`src/rtl/alu_pkg.sv`:
```
// Shared ALU definitions: opcode encoding and the dispatch/CDB bundle types.
package alu_pkg;

  localparam int ALU_XLEN  = 32;
  localparam int ALU_TAG_W = 4;

  localparam logic [3:0] ALU_ADD  = 4'd0;
  localparam logic [3:0] ALU_SUB  = 4'd1;
  localparam logic [3:0] ALU_AND  = 4'd2;
  localparam logic [3:0] ALU_OR   = 4'd3;
  localparam logic [3:0] ALU_XOR  = 4'd4;
  localparam logic [3:0] ALU_SLL  = 4'd5;
  localparam logic [3:0] ALU_SRL  = 4'd6;
  localparam logic [3:0] ALU_SRA  = 4'd7;
  localparam logic [3:0] ALU_SLT  = 4'd8;
  localparam logic [3:0] ALU_SLTU = 4'd9;

  typedef struct packed {
    logic                 valid;
    logic [3:0]           op;
    logic [ALU_TAG_W-1:0] tag;
    logic [ALU_XLEN-1:0]  v1;
    logic [ALU_XLEN-1:0]  v2;
  } alu_req_t;

  typedef struct packed {
    logic                 valid;
    logic [ALU_TAG_W-1:0] tag;
    logic [ALU_XLEN-1:0]  value;
  } cdb_t;

endpackage

```
`src/rtl/alu_core.sv`:
```
// Pure combinational integer ALU: op/v1/v2 -> result, modulo 2^XLEN.
module alu_core
  import alu_pkg::*;
#(
  parameter int XLEN = ALU_XLEN
) (
  input  logic [3:0]      op_i,
  input  logic [XLEN-1:0] v1_i,
  input  logic [XLEN-1:0] v2_i,
  output logic [XLEN-1:0] result_o
);

  localparam int SHW = $clog2(XLEN);

  logic        [SHW-1:0]  shamt;
  logic signed [XLEN-1:0] s1;
  logic signed [XLEN-1:0] s2;

  assign shamt = v2_i[SHW-1:0];
  assign s1    = v1_i;
  assign s2    = v2_i;

  // Opcode decode; unknown opcodes produce zero
  always_comb begin
    result_o = '0;
    case (op_i)
      ALU_ADD:  result_o = v1_i + v2_i;
      ALU_SUB:  result_o = v1_i - v2_i;
      ALU_AND:  result_o = v1_i & v2_i;
      ALU_OR:   result_o = v1_i | v2_i;
      ALU_XOR:  result_o = v1_i ^ v2_i;
      ALU_SLL:  result_o = v1_i << shamt;
      ALU_SRL:  result_o = v1_i >> shamt;
      ALU_SRA:  result_o = s1 >>> shamt;
      ALU_SLT:  result_o = {{(XLEN-1){1'b0}}, (s1 < s2)};
      ALU_SLTU: result_o = {{(XLEN-1){1'b0}}, (v1_i < v2_i)};
      default:  result_o = '0;
    endcase
  end

endmodule

```
`src/rtl/alu_exec_unit.sv`:
```
// ALU execution stage: compute, park result in a small FIFO, hand it to the
// CDB with req/gnt, and return a credit to the reservation station.
module alu_exec_unit
  import alu_pkg::*;
#(
  parameter int XLEN  = ALU_XLEN,
  parameter int TAG_W = ALU_TAG_W,
  parameter int DEPTH = 2
) (
  input  logic                       clk,
  input  logic                       rst_n,
  input  logic                       flush_i,
  input  logic                       valid_i,
  input  logic [3:0]                 op_i,
  input  logic [TAG_W-1:0]           tag_i,
  input  logic [XLEN-1:0]            v1_i,
  input  logic [XLEN-1:0]            v2_i,
  output logic                       alu_en_o,
  output logic                       cdb_req_o,
  input  logic                       cdb_gnt_i,
  output logic [TAG_W-1:0]           cdb_tag_o,
  output logic [XLEN-1:0]            cdb_value_o,
  output logic [$clog2(DEPTH):0]     occ_o
);

  localparam int PW = $clog2(DEPTH);
  localparam int CW = PW + 1;
  localparam logic [CW-1:0] DEPTH_C = CW'(DEPTH);

  logic [XLEN-1:0]  result;
  logic [TAG_W-1:0] tag_mem [DEPTH];
  logic [XLEN-1:0]  val_mem [DEPTH];
  logic [PW-1:0]    wr_ptr;
  logic [PW-1:0]    rd_ptr;
  logic [CW-1:0]    count;
  logic             full;
  logic             push;
  logic             pop;

  alu_core #(.XLEN(XLEN)) u_core (
    .op_i     (op_i),
    .v1_i     (v1_i),
    .v2_i     (v2_i),
    .result_o (result)
  );

  assign full = (count == DEPTH_C);
  // A flush cycle must never look like a CDB transfer downstream.
  assign cdb_req_o = (count != '0) && !flush_i;
  assign pop       = cdb_req_o && cdb_gnt_i;
  // Overflowing pushes are dropped; a same-cycle pop frees the slot.
  assign push      = valid_i && !flush_i && (!full || pop);

  // Head fields come straight from the buffer, zeroed while idle.
  assign cdb_tag_o   = cdb_req_o ? tag_mem[rd_ptr] : '0;
  assign cdb_value_o = cdb_req_o ? val_mem[rd_ptr] : '0;
  assign occ_o       = count;

  // Pop is not credited, so gnt has no combinational path to alu_en.
  assign alu_en_o = ({1'b0, count} + {{CW{1'b0}}, valid_i}) < {1'b0, DEPTH_C};

  // Buffer storage: data only, no reset needed since count gates visibility
  always_ff @(posedge clk) begin
    if (push) begin
      tag_mem[wr_ptr] <= tag_i;
      val_mem[wr_ptr] <= result;
    end
  end

  // FIFO pointers and occupancy; flush dominates push and pop
  always_ff @(posedge clk or negedge rst_n) begin
    if (!rst_n) begin
      wr_ptr <= '0;
      rd_ptr <= '0;
      count  <= '0;
    end else if (flush_i) begin
      wr_ptr <= '0;
      rd_ptr <= '0;
      count  <= '0;
    end else begin
      if (push) wr_ptr <= wr_ptr + 1'b1;
      if (pop)  rd_ptr <= rd_ptr + 1'b1;
      case ({push, pop})
        2'b10:   count <= count + 1'b1;
        2'b01:   count <= count - 1'b1;
        default: count <= count;
      endcase
    end
  end

  a_no_overflow: assert property (@(posedge clk) disable iff (!rst_n)
    !(valid_i && !flush_i && full && !pop));

endmodule

```
`config.mk`:
```
export PLATFORM = sky130hd
export DESIGN_NAME = alu_exec_unit
export DESIGN_NICKNAME = d
export VERILOG_FILES = /design/src/rtl/alu_pkg.sv /design/src/rtl/alu_core.sv /design/src/rtl/alu_exec_unit.sv
export SDC_FILE = /design/constraint.sdc
export NUM_CORES = 1
export LEC_CHECK = 0
export ABC_CLOCK_PERIOD_IN_PS = 3900
export CORE_UTILIZATION = 54
export DETAILED_ROUTE_END_ITERATION = 6
export PLACE_DENSITY_LB_ADDON = 0.12
export SLEW_MARGIN = 0
export SYNTH_ARGS = -nofsm -noshare
export SYNTH_HDL_FRONTEND = slang
export SYNTH_SLANG_ARGS = --single-unit
```
`constraint.sdc`:
```
create_clock -name clk -period 3.9 [get_ports clk]
set_input_delay 0.585 -clock clk [delete_from_list [all_inputs] [get_ports clk]]
set_output_delay 0.585 -clock clk [all_outputs]
set_load 0.01 [all_outputs]
```
# Word level (Yosys, flattened, before mapping)
# Memories as Yosys holds them, arrays and structs flattened.
# Index checks and enable logic that the tools add are counted.
# totals
ff_bits	4
ramBits	72
input_bits	77
out_inout_bits	40
elab_cells	56
n_memories	2
# memory_table
name	words	width	rd	rd_ports_with_merged_regs	wr	line	text
val_mem	2	32	1	0	1	alu_exec_unit.sv:32	logic [XLEN-1:0] val_mem [DEPTH];
tag_mem	2	4	1	0	1	alu_exec_unit.sv:31	logic [TAG_W-1:0] tag_mem [DEPTH];
# op_classes
add_sub_neg	7
n_lt_le_gt_ge	3
eq_ne	12
shifts	3
n_mux	11
n_bitwise	3
n_reduce_logical	12
# op_table
cell	count
$pmux W32 S10	1
$lt A32 B32 Y1	2
$add A32 B32 Y32	1
$and A32 B32 Y32	1
$mux W32	1
$or A32 B32 Y32	1
$shl A32 B5 Y32	1
$shr A32 B5 Y32	1
$sshr A32 B5 Y32	1
$sub A32 B32 Y32	1
$xor A32 B32 Y32	1
$eq A4 B3 Y1 const B	4
$eq A4 B2 Y1 const B	2
$eq A4 B4 Y1 const B	2
$mux W1	6
$reduce_bool A2 Y1	3
$eq A2 B2 Y1 const B	2
$eq A4 B1 Y1 const B	1
$logic_and A1 B1 Y1	4
$logic_not A4 Y1	1
$mux W4	1
$pmux W2 S2	1
$add A2 B1 Y3	1
$lt A3 B2 Y1 const B	1
other kinds (8)	10

# Depth between registers and ports, before layout
# depth
depth_word	8
ltp_mapped	14
mapped_depth_nobuf	12

# Hierarchy
# From an unflattened synthesis, not the netlist that was laid out.
# hier_totals
cells_unflattened	1359
area_unflattened_um2	11104.4
# modules_own_cells
mod	instances	cells_per_inst	area_each_um2	seq_area_each_um2
alu_core	1	1180	8052.7	0.0
alu_exec_unit	1	179	3051.7	2262.2

# Worst setup path after synthesis
# No wires, ideal clock.
# synth_timing
path_kind	input port to flip-flop
from	input v2_i[1]
to	memory val_mem[0][22] (netlist name), data pin
setup_ps	268
arrival_time_ps	3863
t_required_ps	3632
setup_slack_ps	-231
stages	13
path_buffers	3
path_cell_list	inv_2 > buf_1 > buf_2 > clkbuf_1 > fa_1 > nor2b_1 > o2111a_1 > o31ai_4 > nor3b_2 > nor3_2 > a31o_1 > a211o_1 > a2111o_1
# synth_between
elab_chain_len	2
elab_cells_between_ends	6
classes_between	2 x add/sub; 3 x shift; 1 x mux
# synth_rtl
element	line	text
start: declaration	alu_exec_unit.sv:17	input logic [XLEN-1:0] v2_i,
$sub A32 B32 Y32 (tied with other cells)	alu_core.sv:28	ALU_SUB: result_o = v1_i - v2_i;
$pmux W32 S10 (*)	alu_core.sv:26	case (op_i)
named net result[22]	alu_exec_unit.sv:30	logic [XLEN-1:0] result;
end: declaration	alu_exec_unit.sv:32	
# The timed path passes the listed nets; every way through them passes the cells marked *.

# Worst setup path in the final report
# layout_timing
from	input v1_i[2]
to	memory val_mem[0][25] (netlist name), data pin
# layout_between
elab_chain_len	2
elab_cells_between_ends	6
classes_between	2 x add/sub; 3 x shift; 1 x mux
# layout_rtl
element	line	text
start: declaration	alu_exec_unit.sv:16	input logic [XLEN-1:0] v1_i,
$sub A32 B32 Y32 (tied with other cells)	alu_core.sv:28	
$pmux W32 S10 (*)	alu_core.sv:26	
named net result[25]	alu_exec_unit.sv:30	
# Marked as above.

==> out/qor.csv <==
metric,value,unit
crit_slowest_cell,clkdlybuf4s50_1,
r2r_setup_slack,1930,ps
share_comb_of_total_power,0.478,
powerDensity,254,nW/µm²
synth.top_cell.area_share,0.191,
synth_most_common_cell,nor2_1,
die_w,147,µm
layout.area.seq,2260,µm²
critPathKind,in -> reg,
drv_cap,0,
cp_data_required_time,3970,ps
grtUsageTotal,0.435,
synth_edf_count,72,
num_vias,12840,
sw_frac_of_total,0.378,
cp-end-kind,flop,
fin_setup_tns,0,ps
worst_pin_slew,1160,ps
wl_met2,21400,µm
grt_pass1_wl,71000,µm
top_layer_used,met5,
clock-skew-final,6.81,ps
worstSetupStartpointType,primary input,
cts_setup_buffers,0,
clock_latency,330,ps
dieArea,21600,µm²
clk_pin_slew,60,ps
path_cells,"clkdlybuf4s50_1, inv_1, ha_1, nor3_1, o31ai_1, buf_4, a2111oi_1, buf_4, o21ai_1, a21oi_1, buf_4, a21boi_0, xnor2_1, a221o_1",
start_util,0.555,
synth_seq_cells,76,
grt_overflow,0,
routed_wirelength,47600,µm
synthesis.nets,1608,
power.internal,0.00223,W
cts_tree,yes,
fp-row-count,52,
wire_per_inst,25.0,µm
fin_nets,1804,
cp_top_family,compound AO/OA/AOI/OAI gates,
crit_fanout,5,
portBuffers,116,
yosys-top-cells-count,"nor2_1 (151), nand2_1 (136), a21oi_1 (118)",
wl_met3,5540,µm
cts_buffers,9,
cts_hold_repair.buffers,0,
syn_to_final_growth,24.4,%
status,"finished, violations left",
grt_pass1_vias,11993,
core_area,20400,µm²
viasPerCell,6.75,
grt_max_degree,77,
synth_warnings,0,
clock.fmax,267,MHz
drtPass1Iterations,7,
crit_top_cell,buf_4,
drt_iter0_drc,1685,
grt_antenna_before_repair,1,
ios,117,
cts_root_buf,clkbuf_16,
setup_slack,152,ps
die_y,147,µm
wl_met1,18700,µm
cts_buffer_depth,2,
pwr-share-clk,0.246,
setup_violations,0,
gp_congestion,1.06,
synth_cell_types,85,
seq_power_share,0.276,
clock-sinks,76,
max_stage_delay,480,ps
synth_top_area_cell,edfxtp_1,
violations,design-rule violations,
ant_nets,0,
netlist_top_cells_area,"edfxtp_1 (19%), ha_1 (11%), mux2i_1 (7.3%)",
diodes,0,
p_sw,0.00135,W
synth-async-reset-ratio,0.0526,
ir_drop,230,µV
finalCriticalPeriod,3750,ps
hold_viol,0,
netlist_area,11300,µm²
post-route-period-util,0.961,
place_ws,-330,ps
hpwlAfterDp,37900,µm
path_buf_inv,5,
post_synth.cell_area_avg,7.92,µm²
p_leak,5.83,nW
drv_slew,0,
slew_headroom,0.218,
crit_arrival,3820,ps
synthCells,1431,
htree_levels,3,
fillers,1645,
synth-seq-area-share,0.200,
hold_path.class,in -> async,
synthFlopType,edfxtp_1,
multi_input_area,8290,µm²
drcViolationCount,17,
drive_gt1_frac,0.164,
[area by class of cell]
cell class / instances / area share
Inverter: 103 / 0.0274
Tap cell: 270 / 0.0240
Timing Repair Buffer: 291 / 0.177
Sequential cell: 76 / 0.161
Multi-Input combinational cell: 1146 / 0.588
Clock buffer: 9 / 0.0160
Clock inverter: 7 / 0.00701
[state kept, by name (all words and copies together) (netlist names)]
name and count:
rd_ptr 1, val_mem 64, wr_ptr 1, tag_mem 8
occ_o 2
[final timing paths]
path | start | end | cells after the start
worst max-delay path | v1_i[2] | val_mem[0][25] | 14
worst min-delay path | rst_n | wr_ptr | 1
worst max register to register | occ_o[0] | val_mem[1][13] | 4
worst min register to register | wr_ptr | wr_ptr | 2
max in group asynchronous | rst_n | rd_ptr | 1
min in group clk | wr_ptr | wr_ptr | 2
[power by group through the flow]
stage | clock network [W] | registers (W) | logic (W)
global route | 0.000922 | 0.000993 | 0.00180
CTS | 0.000888 | 0.000989 | 0.00164
detailed placement | 0 | 0.00101 | 0.00163
floorplan | 0 | 0.000990 | 0.000945
global placement | 0 | 0.00100 | 0.00161
finish | 0.000881 | 0.000989 | 0.00171
[per-stage QoR]
stage	utilization	area (µm²)	instances	hold WS [ps]	power [W]
finish	0.690	14100	1902	452	0.00358
global route	0.690	14100	1902	460	0.00372
CTS	0.689	14100	1902	447	0.00352
detailed placement	0.673	13700	1886	605	0.00264
global placement	0.673	13700	1886	564	0.00261
floorplan	-	11300	1431	289	0.00193
[placed cells by master, fill, tap and decap left out, types with 14 or more instances in the layout]
cell type        instances
a211oi_1                23
a21o_1                  16
a21oi_1                118
a221oi_1                15
a31oi_1                 17
buf_4                  173
clkdlybuf4s50_1        112
edfxtp_1                72
ha_1                    98
inv_1                  100
mux2i_1                 83
mux4_2                  35
nand2_1                136
nand3_1                 27
nor2_1                 151
nor2b_1                 17
nor3_1                  32
o211ai_1                26
o21ai_0                 84
o21ai_1                 16
o221ai_1                17
o22ai_1                 14
o31ai_1                 15
[what timing repair did]
| action | CTS | global route |
|---|---|---|
| hold endpoints to repair | 0 | 0 |
| endpoints found under the setup margin | 0 | 22 |
| resized for setup | 0 | 6 |
[per-layer routing]
metal  global-route usage  up-vias
met1                0.578     6052
met2                0.697      900
met3               0.0848      151
li1                     -     5735
met4                0.173        2
met5                    0        -
[kinds of logic after synthesis]
family,count (synthesis),synth area share
AO/OA/AOI/OAI,470,0.277
XOR/XNOR,8,0.00619
adder cells (fa/ha/maj),100,0.112
buffers and inverters,209,0.0736
flip-flops,76,0.200
multiplexers,133,0.158
AND/OR/NAND/NOR,435,0.174
[worst register-to-register path, cell delays in order (launching register included)]
cell	delay (ps)
dfrtp_1	460
nand2b_1	210
o21ai_0	600
nor3b_4	80
buf_4	300
No activity file was read; power rests on OpenSTA's default activity.
